$ cat src/rtl/exception_ctrl_if.sv
// Exception controller bundle: per-source requests and eret in, flush/redirect/status out.
// exc_count (and CNT_W) exist only when EXC_COUNT_EN is defined.
interface exception_ctrl_if #(
    parameter int unsigned PC_W    = 32,
    parameter int unsigned NUM_SRC = 4
`ifdef EXC_COUNT_EN
   ,parameter int unsigned CNT_W   = 8
`endif
);
    localparam int unsigned CAUSE_W = (NUM_SRC > 1) ? $clog2(NUM_SRC) : 1;

    logic [NUM_SRC-1:0]      exc_req;
    logic [NUM_SRC*PC_W-1:0] exc_pc;
    logic                    eret;
    logic                    if_flush;
    logic                    id_flush;
    logic                    ex_flush;
    logic                    pc_redirect;
    logic [PC_W-1:0]         redirect_addr;
    logic [PC_W-1:0]         epc;
    logic [CAUSE_W-1:0]      cause;
    logic                    exc_active;
    logic                    exc_lost;
`ifdef EXC_COUNT_EN
    logic [NUM_SRC*CNT_W-1:0] exc_count;

    modport master (
        output exc_req, exc_pc, eret,
        input  if_flush, id_flush, ex_flush, pc_redirect, redirect_addr,
               epc, cause, exc_active, exc_lost, exc_count
    );
    modport slave (
        input  exc_req, exc_pc, eret,
        output if_flush, id_flush, ex_flush, pc_redirect, redirect_addr,
               epc, cause, exc_active, exc_lost, exc_count
    );
`else
    modport master (
        output exc_req, exc_pc, eret,
        input  if_flush, id_flush, ex_flush, pc_redirect, redirect_addr,
               epc, cause, exc_active, exc_lost
    );
    modport slave (
        input  exc_req, exc_pc, eret,
        output if_flush, id_flush, ex_flush, pc_redirect, redirect_addr,
               epc, cause, exc_active, exc_lost
    );
`endif
endinterface

$ cat src/rtl/exception_ctrl_unit.sv
// Exception sequencer: arbitrates sources, captures EPC/Cause, runs flush -> redirect -> handler -> return.
// Optional per-source saturating acceptance counters under EXC_COUNT_EN.
module exception_ctrl_unit #(
    parameter int unsigned     PC_W         = 32,
    parameter int unsigned     NUM_SRC      = 4,
    parameter logic [PC_W-1:0] HANDLER_ADDR = PC_W'(32'h8000_0180),
    parameter int unsigned     FLUSH_CYC    = 2
`ifdef EXC_COUNT_EN
   ,parameter int unsigned     CNT_W        = 8
`endif
) (
    input  logic              clk,
    input  logic              rst_n,
    exception_ctrl_if.slave   bus
);
    localparam int unsigned     CAUSE_W = (NUM_SRC > 1) ? $clog2(NUM_SRC) : 1;
    localparam int unsigned     FC_W    = (FLUSH_CYC > 1) ? $clog2(FLUSH_CYC) : 1;
    localparam logic [FC_W-1:0] FC_LAST = FC_W'(FLUSH_CYC - 1);

    typedef enum logic [2:0] {
        S_IDLE, S_FLUSH, S_REDIRECT, S_HANDLER, S_RETURN
    } state_t;

    state_t              state, state_nxt;
    logic [FC_W-1:0]     flush_cnt, flush_cnt_nxt;
    logic [PC_W-1:0]     epc_q, epc_nxt;
    logic [CAUSE_W-1:0]  cause_q, cause_nxt;
    logic                lost_q, lost_nxt;
    logic [PC_W-1:0]     addr_q, addr_nxt;
    logic                if_q, if_nxt;
    logic                idex_q, idex_nxt;
    logic                redir_q, redir_nxt;
    logic                active_q, active_nxt;
    logic [CAUSE_W-1:0]  win_idx;
    logic [PC_W-1:0]     win_pc;
    logic                any_req;

    // Fixed priority: lowest set index wins.
    always_comb begin
        win_idx = '0;
        win_pc  = '0;
        for (int i = int'(NUM_SRC) - 1; i >= 0; i--) begin
            if (bus.exc_req[i]) begin
                win_idx = CAUSE_W'(i);
                win_pc  = bus.exc_pc[i*PC_W +: PC_W];
            end
        end
    end

    assign any_req = |bus.exc_req;

    always_comb begin
        state_nxt     = state;
        flush_cnt_nxt = flush_cnt;
        epc_nxt       = epc_q;
        cause_nxt     = cause_q;
        lost_nxt      = lost_q;
        if_nxt        = 1'b0;
        idex_nxt      = 1'b0;
        redir_nxt     = 1'b0;
        active_nxt    = 1'b0;
        addr_nxt      = '0;

        case (state)
            S_IDLE: begin
                if (any_req) begin
                    state_nxt     = S_FLUSH;
                    flush_cnt_nxt = '0;
                    epc_nxt       = win_pc;
                    cause_nxt     = win_idx;
                end
            end
            S_FLUSH: begin
                if (flush_cnt == FC_LAST) begin
                    state_nxt     = S_REDIRECT;
                    flush_cnt_nxt = '0;
                end else begin
                    flush_cnt_nxt = flush_cnt + FC_W'(1);
                end
            end
            S_REDIRECT: state_nxt = S_HANDLER;
            S_HANDLER: begin
                if (bus.eret) state_nxt = S_RETURN;
            end
            S_RETURN: begin
                state_nxt = S_IDLE;
                lost_nxt  = 1'b0;
            end
            default: state_nxt = S_IDLE;
        endcase

        // A request that cannot be taken is recorded; this beats the return-edge clear.
        if (any_req && (state != S_IDLE)) lost_nxt = 1'b1;

        // Outputs decoded from the next state so every output leaves a flop.
        case (state_nxt)
            S_FLUSH: begin
                if_nxt     = 1'b1;
                idex_nxt   = 1'b1;
                active_nxt = 1'b1;
            end
            S_REDIRECT: begin
                if_nxt     = 1'b1;
                redir_nxt  = 1'b1;
                addr_nxt   = HANDLER_ADDR;
                active_nxt = 1'b1;
            end
            S_HANDLER: active_nxt = 1'b1;
            S_RETURN: begin
                if_nxt     = 1'b1;
                redir_nxt  = 1'b1;
                addr_nxt   = epc_nxt;
                active_nxt = 1'b1;
            end
            default: ;
        endcase
    end

    always_ff @(posedge clk or negedge rst_n) begin
        if (!rst_n) begin
            state     <= S_IDLE;
            flush_cnt <= '0;
            epc_q     <= '0;
            cause_q   <= '0;
            lost_q    <= 1'b0;
            addr_q    <= '0;
            if_q      <= 1'b0;
            idex_q    <= 1'b0;
            redir_q   <= 1'b0;
            active_q  <= 1'b0;
        end else begin
            state     <= state_nxt;
            flush_cnt <= flush_cnt_nxt;
            epc_q     <= epc_nxt;
            cause_q   <= cause_nxt;
            lost_q    <= lost_nxt;
            addr_q    <= addr_nxt;
            if_q      <= if_nxt;
            idex_q    <= idex_nxt;
            redir_q   <= redir_nxt;
            active_q  <= active_nxt;
        end
    end

    assign bus.if_flush      = if_q;
    assign bus.id_flush      = idex_q;
    assign bus.ex_flush      = idex_q;
    assign bus.pc_redirect   = redir_q;
    assign bus.redirect_addr = addr_q;
    assign bus.epc           = epc_q;
    assign bus.cause         = cause_q;
    assign bus.exc_active    = active_q;
    assign bus.exc_lost      = lost_q;

`ifdef EXC_COUNT_EN
    logic [NUM_SRC-1:0][CNT_W-1:0] cnt_q;

    // Counts accepted exceptions only; saturates at all-ones.
    always_ff @(posedge clk or negedge rst_n) begin
        if (!rst_n) begin
            cnt_q <= '0;
        end else if ((state == S_IDLE) && any_req && (cnt_q[win_idx] != '1)) begin
            cnt_q[win_idx] <= cnt_q[win_idx] + CNT_W'(1);
        end
    end

    assign bus.exc_count = cnt_q;
`endif
endmodule
$ cat src/flat_wrapper.sv
// flat-port wrapper written by rule: the top's interface ports become plain ports
module exception_ctrl_unit_flat 
#(
    parameter int unsigned     PC_W         = 32,
    parameter int unsigned     NUM_SRC      = 4,
    parameter logic [PC_W-1:0] HANDLER_ADDR = PC_W'(32'h8000_0180),
    parameter int unsigned     FLUSH_CYC    = 2

)
  (clk, rst_n, bus_exc_req, bus_exc_pc, bus_eret, bus_if_flush, bus_id_flush, bus_ex_flush, bus_pc_redirect, bus_redirect_addr, bus_epc, bus_cause, bus_exc_active, bus_exc_lost);
  exception_ctrl_if #(.PC_W(PC_W), .NUM_SRC(NUM_SRC)) bus_i ();
  input  logic clk;
  input  logic rst_n;
  input wire logic [$bits(bus_i.exc_req)-1:0] bus_exc_req;
  input wire logic [$bits(bus_i.exc_pc)-1:0] bus_exc_pc;
  input wire logic [$bits(bus_i.eret)-1:0] bus_eret;
  output wire logic [$bits(bus_i.if_flush)-1:0] bus_if_flush;
  output wire logic [$bits(bus_i.id_flush)-1:0] bus_id_flush;
  output wire logic [$bits(bus_i.ex_flush)-1:0] bus_ex_flush;
  output wire logic [$bits(bus_i.pc_redirect)-1:0] bus_pc_redirect;
  output wire logic [$bits(bus_i.redirect_addr)-1:0] bus_redirect_addr;
  output wire logic [$bits(bus_i.epc)-1:0] bus_epc;
  output wire logic [$bits(bus_i.cause)-1:0] bus_cause;
  output wire logic [$bits(bus_i.exc_active)-1:0] bus_exc_active;
  output wire logic [$bits(bus_i.exc_lost)-1:0] bus_exc_lost;
  assign bus_i.exc_req = bus_exc_req;
  assign bus_i.exc_pc = bus_exc_pc;
  assign bus_i.eret = bus_eret;
  assign bus_if_flush = bus_i.if_flush;
  assign bus_id_flush = bus_i.id_flush;
  assign bus_ex_flush = bus_i.ex_flush;
  assign bus_pc_redirect = bus_i.pc_redirect;
  assign bus_redirect_addr = bus_i.redirect_addr;
  assign bus_epc = bus_i.epc;
  assign bus_cause = bus_i.cause;
  assign bus_exc_active = bus_i.exc_active;
  assign bus_exc_lost = bus_i.exc_lost;
  exception_ctrl_unit #(.PC_W(PC_W), .NUM_SRC(NUM_SRC), .HANDLER_ADDR(HANDLER_ADDR), .FLUSH_CYC(FLUSH_CYC)) u_core (.clk(clk), .rst_n(rst_n), .bus(bus_i));
endmodule
$ cat config.mk
export PLATFORM = sky130hd
export DESIGN_NAME = exception_ctrl_unit_flat
export DESIGN_NICKNAME = d
export VERILOG_FILES = /design/src/rtl/exception_ctrl_if.sv /design/src/rtl/exception_ctrl_unit.sv /design/src/flat_wrapper.sv
export SDC_FILE = /design/constraint.sdc
export NUM_CORES = 1
export LEC_CHECK = 0
export BUFFER_PORTS_ARGS = -buffer_cell sky130_fd_sc_hd__buf_2
export CORE_ASPECT_RATIO = 1.1
export CORE_MARGIN = 4
export CORE_UTILIZATION = 35
export CTS_CLUSTER_SIZE = 20
export DETAILED_ROUTE_END_ITERATION = 7
export GPL_TIMING_DRIVEN = 0
export PLACE_DENSITY_LB_ADDON = 0.08
export SLEW_MARGIN = 20
export SYNTH_ARGS = -nofsm -noshare
export SYNTH_HDL_FRONTEND = slang
export SYNTH_SLANG_ARGS = --single-unit
$ cat constraint.sdc
create_clock -name clk -period 1.4 [get_ports clk]
set_input_delay 0.21 -clock clk [delete_from_list [all_inputs] [get_ports clk]]
set_output_delay 0.21 -clock clk [all_outputs]
set_load 0.01 [all_outputs]
==> results of run 1 <==
through the flow:
step | TNS [ns] | setup WS (ns)
finish | -1.61 | -0.0946
global route | -3.12 | -0.134
CTS | -1.49 | -0.0667
detailed placement | -11.26 | -0.299
global placement | -40.16 | -0.398
floorplan | -0.0439 | -0.00488
layout by cell type (no fill, tap or decap), drive strengths merged, types with 5 or more instances in the layout:
| master | instances |
|---|---|
| a21oi | 10 |
| a221oi | 32 |
| and2 | 29 |
| buf | 241 |
| clkbuf | 27 |
| dfrtp | 75 |
| nand2 | 5 |
| nor2 | 7 |
| o21ai | 34 |
| o22ai | 32 |
| o31ai | 32 |
repair_timing:
action                                  in CTS  in global routing
gates resized for setup                     69                 54
pin swaps                                    2                  5
gates cloned                                 3                  2
hold endpoints to repair                    36                  0
hold buffers                                 1                  0
buffers inserted                             7                  4
endpoints found under the setup margin      59                 64
final timing paths:
path                                                   start                                endpoint  slack (ns)  cells after the start
max in group asynchronous                              rst_n   u_core.bus.redirect_addr[7]$_DFF_PN0_        0.45                      3
worst max register to register     u_core.state[0]$_DFF_PN0_            u_core.bus.epc[28]$_DFF_PN0_       -0.09                      5
worst min-delay path                                bus_eret   u_core.bus.redirect_addr[8]$_DFF_PN0_        0.18                      3
worst min register to register  u_core.bus.epc[21]$_DFF_PN0_            u_core.bus.epc[21]$_DFF_PN0_        0.50                      2
min in group asynchronous                              rst_n  u_core.bus.redirect_addr[11]$_DFF_PN0_        0.37                      2
worst max-delay path               u_core.state[0]$_DFF_PN0_            u_core.bus.epc[28]$_DFF_PN0_       -0.09                      5
state kept, by name, indices dropped and copies added (netlist names), 2 cells and up:
| signal | cells |
|---|---|
| u_core.bus.epc | 32 |
| u_core.bus.redirect_addr | 32 |
| u_core.bus.cause | 2 |
| u_core.state | 3 |
cell families (layout without fill, tap and decap cells):
| family | after synthesis | after routing | synth area share [%] |
|---|---|---|---|
| mux | 1 | 1 | 0.290 |
| flops | 75 | 75 | 54.3 |
| buf+inv | 35 | 273 | 5.58 |
| compound gates | 144 | 144 | 29.7 |
| simple gates | 54 | 54 | 10.1 |
worst max-delay path, delay by kind of cell, from the launching register on:
family | cells | cell delay, ns
flops | 1 | 0.38
compound gates | 2 | 0.24
buf+inv | 2 | 0.31
simple gates | 1 | 0.44
where the power goes:
group	switching, mW	internal [mW]
registers	0.519	2.89
logic	2.31	2.28
clock network	0.772	0.739
total	3.60	5.91
cell type report:
type	instances	share of cell area (%)
buffer	32	4.53
clock buffer	14	3.04
clock inverter	2	0.187
inverter	2	0.140
multi-input combinational	199	31.2
sequential	75	35.0
tap	117	2.73
timing repair buffer	223	23.1
layer usage:
layer	vias to the layer above	global-route usage (%)
met5	-	0
met1	1700	27.3
met4	4	6.74
met2	118	37.0
li1	1670	-
met3	18	4.66
==> qor.json, run 1 <==
{
  "yosys": {
    "ys_warn_count": 0,
    "synth.net_count": 444,
    "yosysTopAreaCell": "sky130_fd_sc_hd__dfrtp_1",
    "synth-edff-count": 0,
    "ys_seq_elements": 75,
    "post_synth_num_cell_types": 34,
    "synth_top_cell_area_share_pct": 54.3,
    "seq_area_frac_synth_pct": 54.3,
    "synth_cells": 309,
    "yosys.cell_count.top_type": "sky130_fd_sc_hd__dfrtp_1",
    "synth-async-reset-ratio_pct": 100,
    "syn-cell-area_mm2": 0.00345,
    "synth.top_cells.by_area": "sky130_fd_sc_hd__dfrtp_1 54%, sky130_fd_sc_hd__a221oi_1 8.1%, sky130_fd_sc_hd__o22ai_1 5.8%",
    "syn_avg_cell_area_um2": 11.2,
    "most_instantiated_cells_after_synthesis": "75 x sky130_fd_sc_hd__dfrtp_1, 32 x sky130_fd_sc_hd__a221oi_1, 32 x sky130_fd_sc_hd__o22ai_1",
    "synth_ff_type": "sky130_fd_sc_hd__dfrtp_1"
  },
  "layout": {
    "sequential_cell_area_mm2": 0.00188,
    "final_nets": 677,
    "syn2layout_area_growth_pct": 55.2,
    "post-route-cell-area_mm2": 0.00536,
    "final_cell_count_no_fill": 664,
    "layout.filler_cells": 895,
    "multi_input_area_mm2": 0.00167,
    "share_of_layout_cells_above_drive_strength_1_pct": 60.3,
    "post-route-util_pct": 56.5,
    "antenna_cells": 0
  },
  "floorplan": {
    "num_io_pins": 207,
    "die-area_mm2": 0.0115,
    "dieHeight_um": 112,
    "core_mm2": 0.00949,
    "row_count": 37,
    "initial_utilization_pct": 36.4,
    "die_span_in_x_um": 103
  },
  "clocking": {
    "cts.htree.levels": 3,
    "tritoncts_clock_tree": "done",
    "clockBufferDepth": 2,
    "clk-insertion-delay-late_ns": 0.34,
    "clock-sinks": 75,
    "clk_pin_slew_worst_paths_ns": 0.08,
    "cts_inserted_buffers": 9,
    "clock_tree.root_cell": "sky130_fd_sc_hd__clkbuf_8"
  },
  "global_routing": {
    "grtUsageTotal_pct": 21.7,
    "antenna_found_initial": 2,
    "grt_max_degree": 40,
    "first_global_vias": 3593,
    "grt_first_pass_wirelength_mm": 19.3,
    "globalRoute.totalOverflow": 0
  },
  "drt": {
    "drcViolationCount": 0,
    "dr.first_iter.drc_count": 152,
    "m1WireLength_mm": 5.02,
    "detailroute.wirelength.met2_mm": 6.55,
    "vias": 3510,
    "drt-total-wl_mm": 12.6,
    "postRouteAntennaNets": 0,
    "top_signal_layer_used": "met5",
    "drt-wirelength-per-cell_um": 19.0,
    "total_length_of_routed_met3_wires_um": 844,
    "routed_via_count_divided_by_cell_count": 5.29,
    "drt-pass1-iter-count": 4
  },
  "power": {
    "vdd_ir_drop_max_v": 0.00102,
    "powerDensity_mw_per_mm2": 1770,
    "total_leakage_power_nw": 2.65,
    "design_power_total_mw": 9.51
  },
  "timing": {
    "fin_skew_ns": 0.0102,
    "clock.fmax_ghz": 0.669,
    "relSlewSlack_pct": 50.5,
    "hold_viol_final": 0,
    "timing.final.ws_setup_ns": -0.0946,
    "final-setup-viol-count": 31,
    "hold_slack_ns": 0.182,
    "tightestPinTransition_ns": 0.742,
    "finalMaxSlewViolations": 0,
    "timing.final.crit_share_pct": 107,
    "layout_min_cycle_time_ns": 1.49,
    "grt_setup_unrepaired": "yes"
  },
  "setup_path": {
    "crit_required_ns": 1.62,
    "crit_path_max_fanout": 8,
    "startpoint_to_endpoint_class_of_the_critical_path": "reg2reg",
    "cp.arrival_ns": 1.71,
    "critical_path.cell_chain": "buf_6, or3_4, buf_8, o21ai_2, o31ai_4",
    "crit_slowest_cell": "sky130_fd_sc_hd__or3_4",
    "startpoint_type": "register",
    "endpoint_kind": "register",
    "crit_path_max_incr_delay_ns": 0.44
  },
  "placed_design": {
    "post_dp_cell_area_mm2": 0.00465,
    "numPortBuffers": 205,
    "gp_routability_congestion": 0.747,
    "placed_cells_incl_taps": 632,
    "place_hpwl_mm": 9.09
  },
  "job": {
    "cap_viol_max_count": 0
  },
  "status": {
    "outcome": "complete, but fails checks",
    "violations": "negative setup slack"
  },
  "min_path": {
    "worstHoldPathType": "in2reg"
  }
}
Power figures use the tool's default switching activity.
==> run 2: changes to the inputs <==
Clock period 1.4 ns to 1.6 ns, I/O delays scaled along.
==> qor.json, run 2 (same netlist as run 1, synthesis figures left out) <==
{
  "layout": {
    "post-route-util": {"value": 51.1, "unit": "%", "change": "-5.4 points"},
    "layout_common_cells": "221 x sky130_fd_sc_hd__buf_2, 74 x sky130_fd_sc_hd__dfrtp_1, 32 x sky130_fd_sc_hd__o22ai_1, 32 x sky130_fd_sc_hd__a221oi_1, 29 x sky130_fd_sc_hd__and2_1",
    "layout.filler_cells": {"value": 947, "change": "+5.8%"},
    "share_of_layout_cells_above_drive_strength_1": {"value": 49.4, "unit": "%", "change": "-11 points"},
    "syn2layout_area_growth_pct": 40.4,
    "final_cell_count_no_fill": {"value": 649, "change": "-2.3%"},
    "final_common_cell": "sky130_fd_sc_hd__buf_2",
    "final_nets": {"value": 662, "change": "-2.2%"},
    "antenna_cells": {"value": 0, "change": "unchanged"}
  },
  "clocking": {
    "clockBufferDepth": {"value": 2, "change": "unchanged"},
    "clk_pin_slew_worst_paths": {"value": 0.08, "unit": "ns", "change": "about the same"},
    "tritoncts_clock_tree": "done",
    "cts_inserted_buffers": {"value": 9, "change": "unchanged"},
    "clock_tree.root_cell": "sky130_fd_sc_hd__clkbuf_8",
    "cts.htree.levels": {"value": 3, "change": "unchanged"},
    "clock-sinks": {"value": 75, "change": "unchanged"},
    "clk-insertion-delay-late": {"value": 0.34, "unit": "ns", "change": "about the same"}
  },
  "timing": {
    "final-setup-viol-count": {"value": 0, "change": "-100%"},
    "fin_skew": {"value": 0.00912, "unit": "ns", "change": "-0.00105 ns"},
    "layout_min_cycle_time": {"value": 1.56, "unit": "ns", "change": "+0.0688 ns"},
    "timing.final.crit_share": {"value": 97.7, "unit": "%", "change": "-9.0 points"},
    "clock.fmax": {"value": 0.640, "unit": "GHz", "change": "-4.4%"},
    "grt_setup_unrepaired": "no",
    "hold_viol_final": {"value": 0, "change": "unchanged"},
    "tightestPinTransition": {"value": 0.555, "unit": "ns", "change": "-0.187 ns"},
    "finalMaxSlewViolations": {"value": 0, "change": "unchanged"},
    "hold_slack": {"value": 0.209, "unit": "ns", "change": "+0.0272 ns"},
    "relSlewSlack": {"value": 63.0, "unit": "%", "change": "+12 points"}
  },
  "drt": {
    "vias": {"value": 3403, "change": "-3.0%"},
    "drt-total-wl": {"value": 12.0, "unit": "mm", "change": "-4.5%"},
    "postRouteAntennaNets": {"value": 0, "change": "unchanged"},
    "routed_via_count_divided_by_cell_count": {"value": 5.24, "change": "-0.81%"},
    "drt-pass1-iter-count": {"value": 5, "change": "+1"},
    "dr.first_iter.drc_count": {"value": 121, "change": "-20%"},
    "drcViolationCount": {"value": 0, "change": "unchanged"},
    "drt-wirelength-per-cell": {"value": 18.6, "unit": "µm", "change": "-2.3%"}
  },
  "global_routing": {
    "grtUsageTotal": {"value": 21.2, "unit": "%", "change": "-0.55 points"},
    "grt_first_pass_wirelength": {"value": 18.8, "unit": "mm", "change": "-2.6%"},
    "first_global_vias": {"value": 3504, "change": "-2.5%"},
    "globalRoute.totalOverflow": {"value": 0, "change": "unchanged"},
    "grt_max_degree": {"value": 40, "change": "unchanged"},
    "antenna_found_initial": {"value": 2, "change": "unchanged"}
  },
  "power": {
    "powerDensity": {"value": 1470, "unit": "mW/mm²", "change": "-17%"},
    "vdd_ir_drop_max": {"value": 0.000851, "unit": "V", "change": "-17%"},
    "total_leakage_power": {"value": 2.46, "unit": "nW", "change": "-7.3%"}
  },
  "job": {
    "cap_viol_max_count": {"value": 0, "change": "unchanged"}
  },
  "setup_path": {
    "endpoint_kind": "register",
    "cp.arrival": {"value": 1.79, "unit": "ns", "change": "+0.08 ns"},
    "setup.worst_path.start": "u_core.state[1]$_DFF_PN0_",
    "crit_path_max_fanout": {"value": 10, "change": "+2"},
    "startpoint_type": "register",
    "startpoint_to_endpoint_class_of_the_critical_path": "reg2reg",
    "worst_r2r_startpoint": "u_core.state[1]$_DFF_PN0_",
    "crit_required": {"value": 1.82, "unit": "ns", "change": "+0.20 ns"}
  },
  "min_path": {
    "worstHoldPathType": "in2reg",
    "worstHoldStart": "bus_eret"
  },
  "placed_design": {
    "placed_cells_incl_taps": {"value": 632, "change": "unchanged"},
    "numPortBuffers": {"value": 205, "change": "unchanged"},
    "gp_routability_congestion": {"value": 0.747, "change": "unchanged"},
    "place_hpwl": {"value": 9.09, "unit": "mm", "change": "unchanged"}
  },
  "floorplan": {
    "core": {"value": 0.00949, "unit": "mm²", "change": "unchanged"},
    "die_span_in_x": {"value": 103, "unit": "µm", "change": "unchanged"},
    "initial_utilization": {"value": 36.4, "unit": "%", "change": "unchanged"},
    "row_count": {"value": 37, "change": "unchanged"},
    "die-area": {"value": 0.0115, "unit": "mm²", "change": "unchanged"},
    "dieHeight": {"value": 112, "unit": "µm", "change": "unchanged"},
    "num_io_pins": {"value": 207, "change": "unchanged"}
  },
  "status": {
    "outcome": "completed"
  }
}
[run 2: cell count changes in the layout (fill, tap and decap cells not counted), moves of 4 or more]
cell,before,now
sky130_fd_sc_hd__buf_4,12,2
sky130_fd_sc_hd__o31ai_2,23,11
sky130_fd_sc_hd__o31ai_1,5,21
sky130_fd_sc_hd__buf_2,216,221
sky130_fd_sc_hd__o21ai_2,27,1
sky130_fd_sc_hd__o21ai_1,1,14
sky130_fd_sc_hd__o21ai_0,2,19
sky130_fd_sc_hd__o21ai_4,4,0
sky130_fd_sc_hd__o31ai_4,4,0
sky130_fd_sc_hd__buf_8,5,0
[run 2: area by class of cell]
type                    instances  area [µm²]  area share, %
inverters                       2        7.51          0.155
clock inverters                 2        10.0          0.207
well taps                     117         146           3.02
multi-input cells             199        1390           28.8
flip-flops and latches         75        1880           38.7
repair buffers                207        1060           21.8
plain buffers                  33         190           3.92
clock buffers                  14         163           3.36
[run 2: report_power, final]
group	leakage, nW	switching, mW	total [mW]	internal, mW
registers	0.962	0.350	2.88	2.53
clock network	0.0905	0.664	1.31	0.646
logic	1.41	1.65	2.96	1.31
total	2.46	2.66	7.15	4.48
[run 2: critical path, stage by stage (launching register included)]
cell,delay [ns]
sky130_fd_sc_hd__dfrtp_1,0.36
sky130_fd_sc_hd__buf_2,0.18
sky130_fd_sc_hd__or3_4,0.38
sky130_fd_sc_hd__buf_2,0.20
sky130_fd_sc_hd__o21ai_0,0.22
sky130_fd_sc_hd__o31ai_2,0.10
[run 2: final timing paths]
check	to	slack (ns)	depth (start not counted)
worst min-delay path	u_core.bus.redirect_addr[8]$_DFF_PN0_	0.21	3
worst max-delay path	u_core.bus.epc[10]$_DFF_PN0_	0.04	5
worst min register to register	u_core.bus.redirect_addr[6]$_DFF_PN0_	0.50	1
max in group asynchronous	u_core.bus.redirect_addr[7]$_DFF_PN0_	0.61	3
worst max register to register	u_core.bus.epc[10]$_DFF_PN0_	0.04	5
min in group asynchronous	u_core.bus.redirect_addr[11]$_DFF_PN0_	0.40	2
[run 2: timing repair]
item                                   in CTS  in global routing
hold buffers                                1                  0
resized for setup                           4                 14
buffers inserted                            0                  0
setup endpoints to repair                  32                 20
pin swaps                                   0                  0
endpoints found under the hold margin      36                  0
[run 2: metal layers]
layer / up-vias / GRT usage [%] / wire length (µm)
met3: 17 / 4.66 / 891
met2: 127 / 36.0 / 6110
li1: 1632 / - / -
met5: - / 0 / 27
met4: 4 / 6.74 / 172
met1: 1623 / 26.5 / 4840
[run 2: through the flow]
| stage | TNS (ns) | instance area [µm²] | setup slack, ns | total power, mW |
|---|---|---|---|---|
| 2_1_floorplan | 0 | 3450 | 0.195 | 4.58 |
| 3_3_place_gp | -17.92 | 4630 | -0.228 | 5.82 |
| 3_5_place_dp | -1.66 | 4650 | -0.0986 | 5.87 |
| 4_1_cts | 0 | 4840 | 0.0308 | 7.22 |
| 5_1_grt | 0 | 4850 | 0.00534 | 7.70 |
| 6_report | 0 | 4850 | 0.0365 | 7.15 |
==> run 3: changes to the inputs <==
Settings changed: SETUP_SLACK_MARGIN set to 0.5.
==> qor.json, run 3 (same netlist as run 1, synthesis figures left out) <==
{
  "setup_path": {
    "critical_path.endpoint": "u_core.bus.epc[22]$_DFF_PN0_",
    "cp.arrival": {"value": 1.66, "unit": "ns", "change": "-0.13 ns"},
    "startpoint_type": "register",
    "ff2ff_setup_slack": {"value": 0.16, "unit": "ns", "change": "+0.13 ns"},
    "setup.worst_path.start": "u_core.state[1]$_DFF_PN0_",
    "critical_path.cell_chain": "buf_6, or3_4, buf_8, o21ai_1, o31ai_1",
    "timing.reg2reg.worst_path_depth": {"value": 5, "change": "unchanged"},
    "crit-reg2reg-capture": "u_core.bus.epc[22]$_DFF_PN0_",
    "crit_slowest_cell": "sky130_fd_sc_hd__or3_4",
    "crit_path_max_incr_delay": {"value": 0.42, "unit": "ns", "change": "+0.04 ns"},
    "startpoint_to_endpoint_class_of_the_critical_path": "reg2reg",
    "crit_required": {"value": 1.82, "unit": "ns", "change": "about the same"},
    "crit_path_max_fanout": {"value": 10, "change": "unchanged"},
    "endpoint_kind": "register",
    "worst_r2r_startpoint": "u_core.state[1]$_DFF_PN0_"
  },
  "power": {
    "share_seq_of_total_power": {"value": 31.2, "unit": "%", "change": "-9.0 points"},
    "share_comb_of_total_power": {"value": 49.5, "unit": "%", "change": "+8.1 points"},
    "design_power_total": {"value": 9.31, "unit": "mW", "change": "+30%"},
    "swShare": {"value": 34.3, "unit": "%", "change": "-3.0 points"},
    "powerDensity": {"value": 1630, "unit": "mW/mm²", "change": "+11%"},
    "total_leakage_power": {"value": 2.84, "unit": "nW", "change": "+16%"},
    "share_clk_of_total_power": {"value": 19.3, "unit": "%", "change": "+1.0 points"},
    "p_int": {"value": 6.12, "unit": "mW", "change": "+37%"},
    "power.switching": {"value": 3.19, "unit": "mW", "change": "+20%"},
    "vdd_ir_drop_max": {"value": 0.000690, "unit": "V", "change": "-19%"}
  },
  "clocking": {
    "cts.htree.levels": {"value": 3, "change": "unchanged"},
    "clock_tree.root_cell": "sky130_fd_sc_hd__clkbuf_8",
    "clk_pin_slew_worst_paths": {"value": 0.08, "unit": "ns", "change": "about the same"},
    "tritoncts_clock_tree": "done",
    "clock-sinks": {"value": 75, "change": "unchanged"},
    "clockBufferDepth": {"value": 2, "change": "unchanged"},
    "clk-insertion-delay-late": {"value": 0.34, "unit": "ns", "change": "about the same"},
    "cts_inserted_buffers": {"value": 9, "change": "unchanged"}
  },
  "placed_design": {
    "gp_routability_congestion": {"value": 0.778, "change": "+4.2%"},
    "placed_cells_incl_taps": {"value": 632, "change": "unchanged"},
    "post_dp_cell_area": {"value": 0.00474, "unit": "mm²", "change": "+2.0%"},
    "numPortBuffers": {"value": 205, "change": "unchanged"},
    "place_hpwl": {"value": 9.02, "unit": "mm", "change": "-0.79%"},
    "preCtsSetupSlack": {"value": -0.0419, "unit": "ns", "change": "+0.0568 ns"}
  },
  "layout": {
    "layout.filler_cells": {"value": 831, "change": "-12%"},
    "syn2layout_area_growth_pct": 65.2,
    "final_cell_count_no_fill": {"value": 698, "change": "+7.6%"},
    "final_nets": {"value": 710, "change": "+7.3%"},
    "final_common_cell": "sky130_fd_sc_hd__buf_2",
    "post-route-util": {"value": 60.1, "unit": "%", "change": "+9.0 points"},
    "layout_common_cells": "187 x sky130_fd_sc_hd__buf_2, 74 x sky130_fd_sc_hd__dfrtp_1, 40 x sky130_fd_sc_hd__buf_6",
    "share_of_layout_cells_above_drive_strength_1": {"value": 58.6, "unit": "%", "change": "+9.2 points"},
    "post-route-cell-area": {"value": 0.00570, "unit": "mm²", "change": "+18%"}
  },
  "global_routing": {
    "globalRoute.totalOverflow": {"value": 0, "change": "unchanged"},
    "grtUsageTotal": {"value": 22.0, "unit": "%", "change": "+0.81 points"},
    "grt_first_pass_wirelength": {"value": 19.1, "unit": "mm", "change": "+1.7%"},
    "antenna_found_initial": {"value": 1, "change": "-1"},
    "first_global_vias": {"value": 3575, "change": "+2.0%"},
    "grt_max_degree": {"value": 40, "change": "unchanged"}
  },
  "floorplan": {
    "core": {"value": 0.00949, "unit": "mm²", "change": "unchanged"},
    "initial_utilization": {"value": 36.4, "unit": "%", "change": "unchanged"},
    "die_span_in_x": {"value": 103, "unit": "µm", "change": "unchanged"},
    "dieHeight": {"value": 112, "unit": "µm", "change": "unchanged"},
    "num_io_pins": {"value": 207, "change": "unchanged"},
    "die-area": {"value": 0.0115, "unit": "mm²", "change": "unchanged"},
    "row_count": {"value": 37, "change": "unchanged"}
  },
  "drt": {
    "drcViolationCount": {"value": 0, "change": "unchanged"},
    "routed_via_count_divided_by_cell_count": {"value": 5.29, "change": "+0.79%"},
    "postRouteAntennaNets": {"value": 0, "change": "unchanged"},
    "drt-total-wl": {"value": 13.1, "unit": "mm", "change": "+8.8%"},
    "drt-pass1-iter-count": {"value": 4, "change": "-1"},
    "drt-wirelength-per-cell": {"value": 18.8, "unit": "µm", "change": "+1.2%"},
    "vias": {"value": 3689, "change": "+8.4%"},
    "dr.first_iter.drc_count": {"value": 138, "change": "+14%"}
  },
  "timing": {
    "final-setup-viol-count": {"value": 0, "change": "unchanged"},
    "tightestPinTransition": {"value": 0.574, "unit": "ns", "change": "+0.0192 ns"},
    "timing.final.crit_share": {"value": 89.8, "unit": "%", "change": "-7.9 points"},
    "setup-tns-final": {"value": 0, "unit": "ns", "change": "unchanged"},
    "timing.final.ws_setup": {"value": 0.163, "unit": "ns", "change": "+0.126 ns"},
    "grt_setup_unrepaired": "yes",
    "hold_viol_final": {"value": 0, "change": "unchanged"},
    "layout_min_cycle_time": {"value": 1.44, "unit": "ns", "change": "-0.126 ns"},
    "fin_skew": {"value": 0.00967, "unit": "ns", "change": "+0.000547 ns"},
    "relSlewSlack": {"value": 61.7, "unit": "%", "change": "-1.3 points"},
    "hold_slack": {"value": 0.228, "unit": "ns", "change": "+0.0189 ns"},
    "finalMaxSlewViolations": {"value": 0, "change": "unchanged"},
    "clock.fmax": {"value": 0.696, "unit": "GHz", "change": "+8.8%"}
  },
  "min_path": {
    "worstHoldPathType": "in2reg"
  },
  "job": {
    "cap_viol_max_count": {"value": 0, "change": "unchanged"}
  },
  "status": {
    "outcome": "completed"
  }
}
-- run 3: critical path: cells and delay by family, from the launching register on --
family                 cells  cell delay [ns]
AND/OR/NAND/NOR            1             0.42
flip-flops                 1             0.38
buffers and inverters      2             0.29
AO/OA/AOI/OAI              2             0.23
-- run 3: worst min path at each step --
stage	cells after the start	to	slack, ns	start
floorplan	0	u_core.bus.cause[0]$_DFFE_PN0P_	-0.06	rst_n
global placement	1	u_core.bus.redirect_addr[3]$_DFF_PN0_	0.48	u_core.bus.epc[3]$_DFF_PN0_
detailed placement	1	u_core.bus.redirect_addr[13]$_DFF_PN0_	0.25	rst_n
CTS	3	u_core.bus.redirect_addr[31]$_DFF_PN0_	0.19	bus_eret
global route	3	u_core.bus.redirect_addr[8]$_DFF_PN0_	0.22	bus_eret
finish	3	u_core.bus.redirect_addr[8]$_DFF_PN0_	0.23	bus_eret
-- run 3: power groups by stage --
| stage | Sequential (mW) | Clock [mW] | Combinational [mW] |
|---|---|---|---|
| after CTS | 2.86 | 1.84 | 3.96 |
| final | 2.91 | 1.80 | 4.61 |
| after floorplan | 3.18 | 0 | 1.64 |
| after detailed placement | 2.94 | 0 | 3.18 |
| after global routing | 2.98 | 1.92 | 4.94 |
| after global placement | 2.92 | 0 | 3.14 |
-- run 3: what timing repair did --
action | in CTS | in global routing
buffers inserted | 29 | 18
resized for setup | 28 | 47
hold buffers | 1 | 0
endpoints found under the hold margin | 38 | 0
pin swaps | 3 | 5
endpoints found under the setup margin | 121 | 181
cloned | 1 | 0
-- run 3: routing by layer --
layer	share of wire, %	vias up	GRT usage [%]
met1	40	1776	28.3
met4	3.1	0	8.92
met3	7.6	32	4.97
met2	50	156	35.4
met5	0	-	0
li1	-	1725	-
-- run 3: final cells by class --
cell class                 count  area (µm²)  area share (%)
clock buffer                  12         145            2.54
timing repair buffer         255        1660            29.0
sequential                    75        1880            32.9
buffer                        33         268            4.69
inverter                       2        7.51           0.132
multi-input combinational    199        1500            26.3
clock inverter                 4        97.6            1.71
antenna                        1        2.50          0.0439
tap                          117         146            2.57
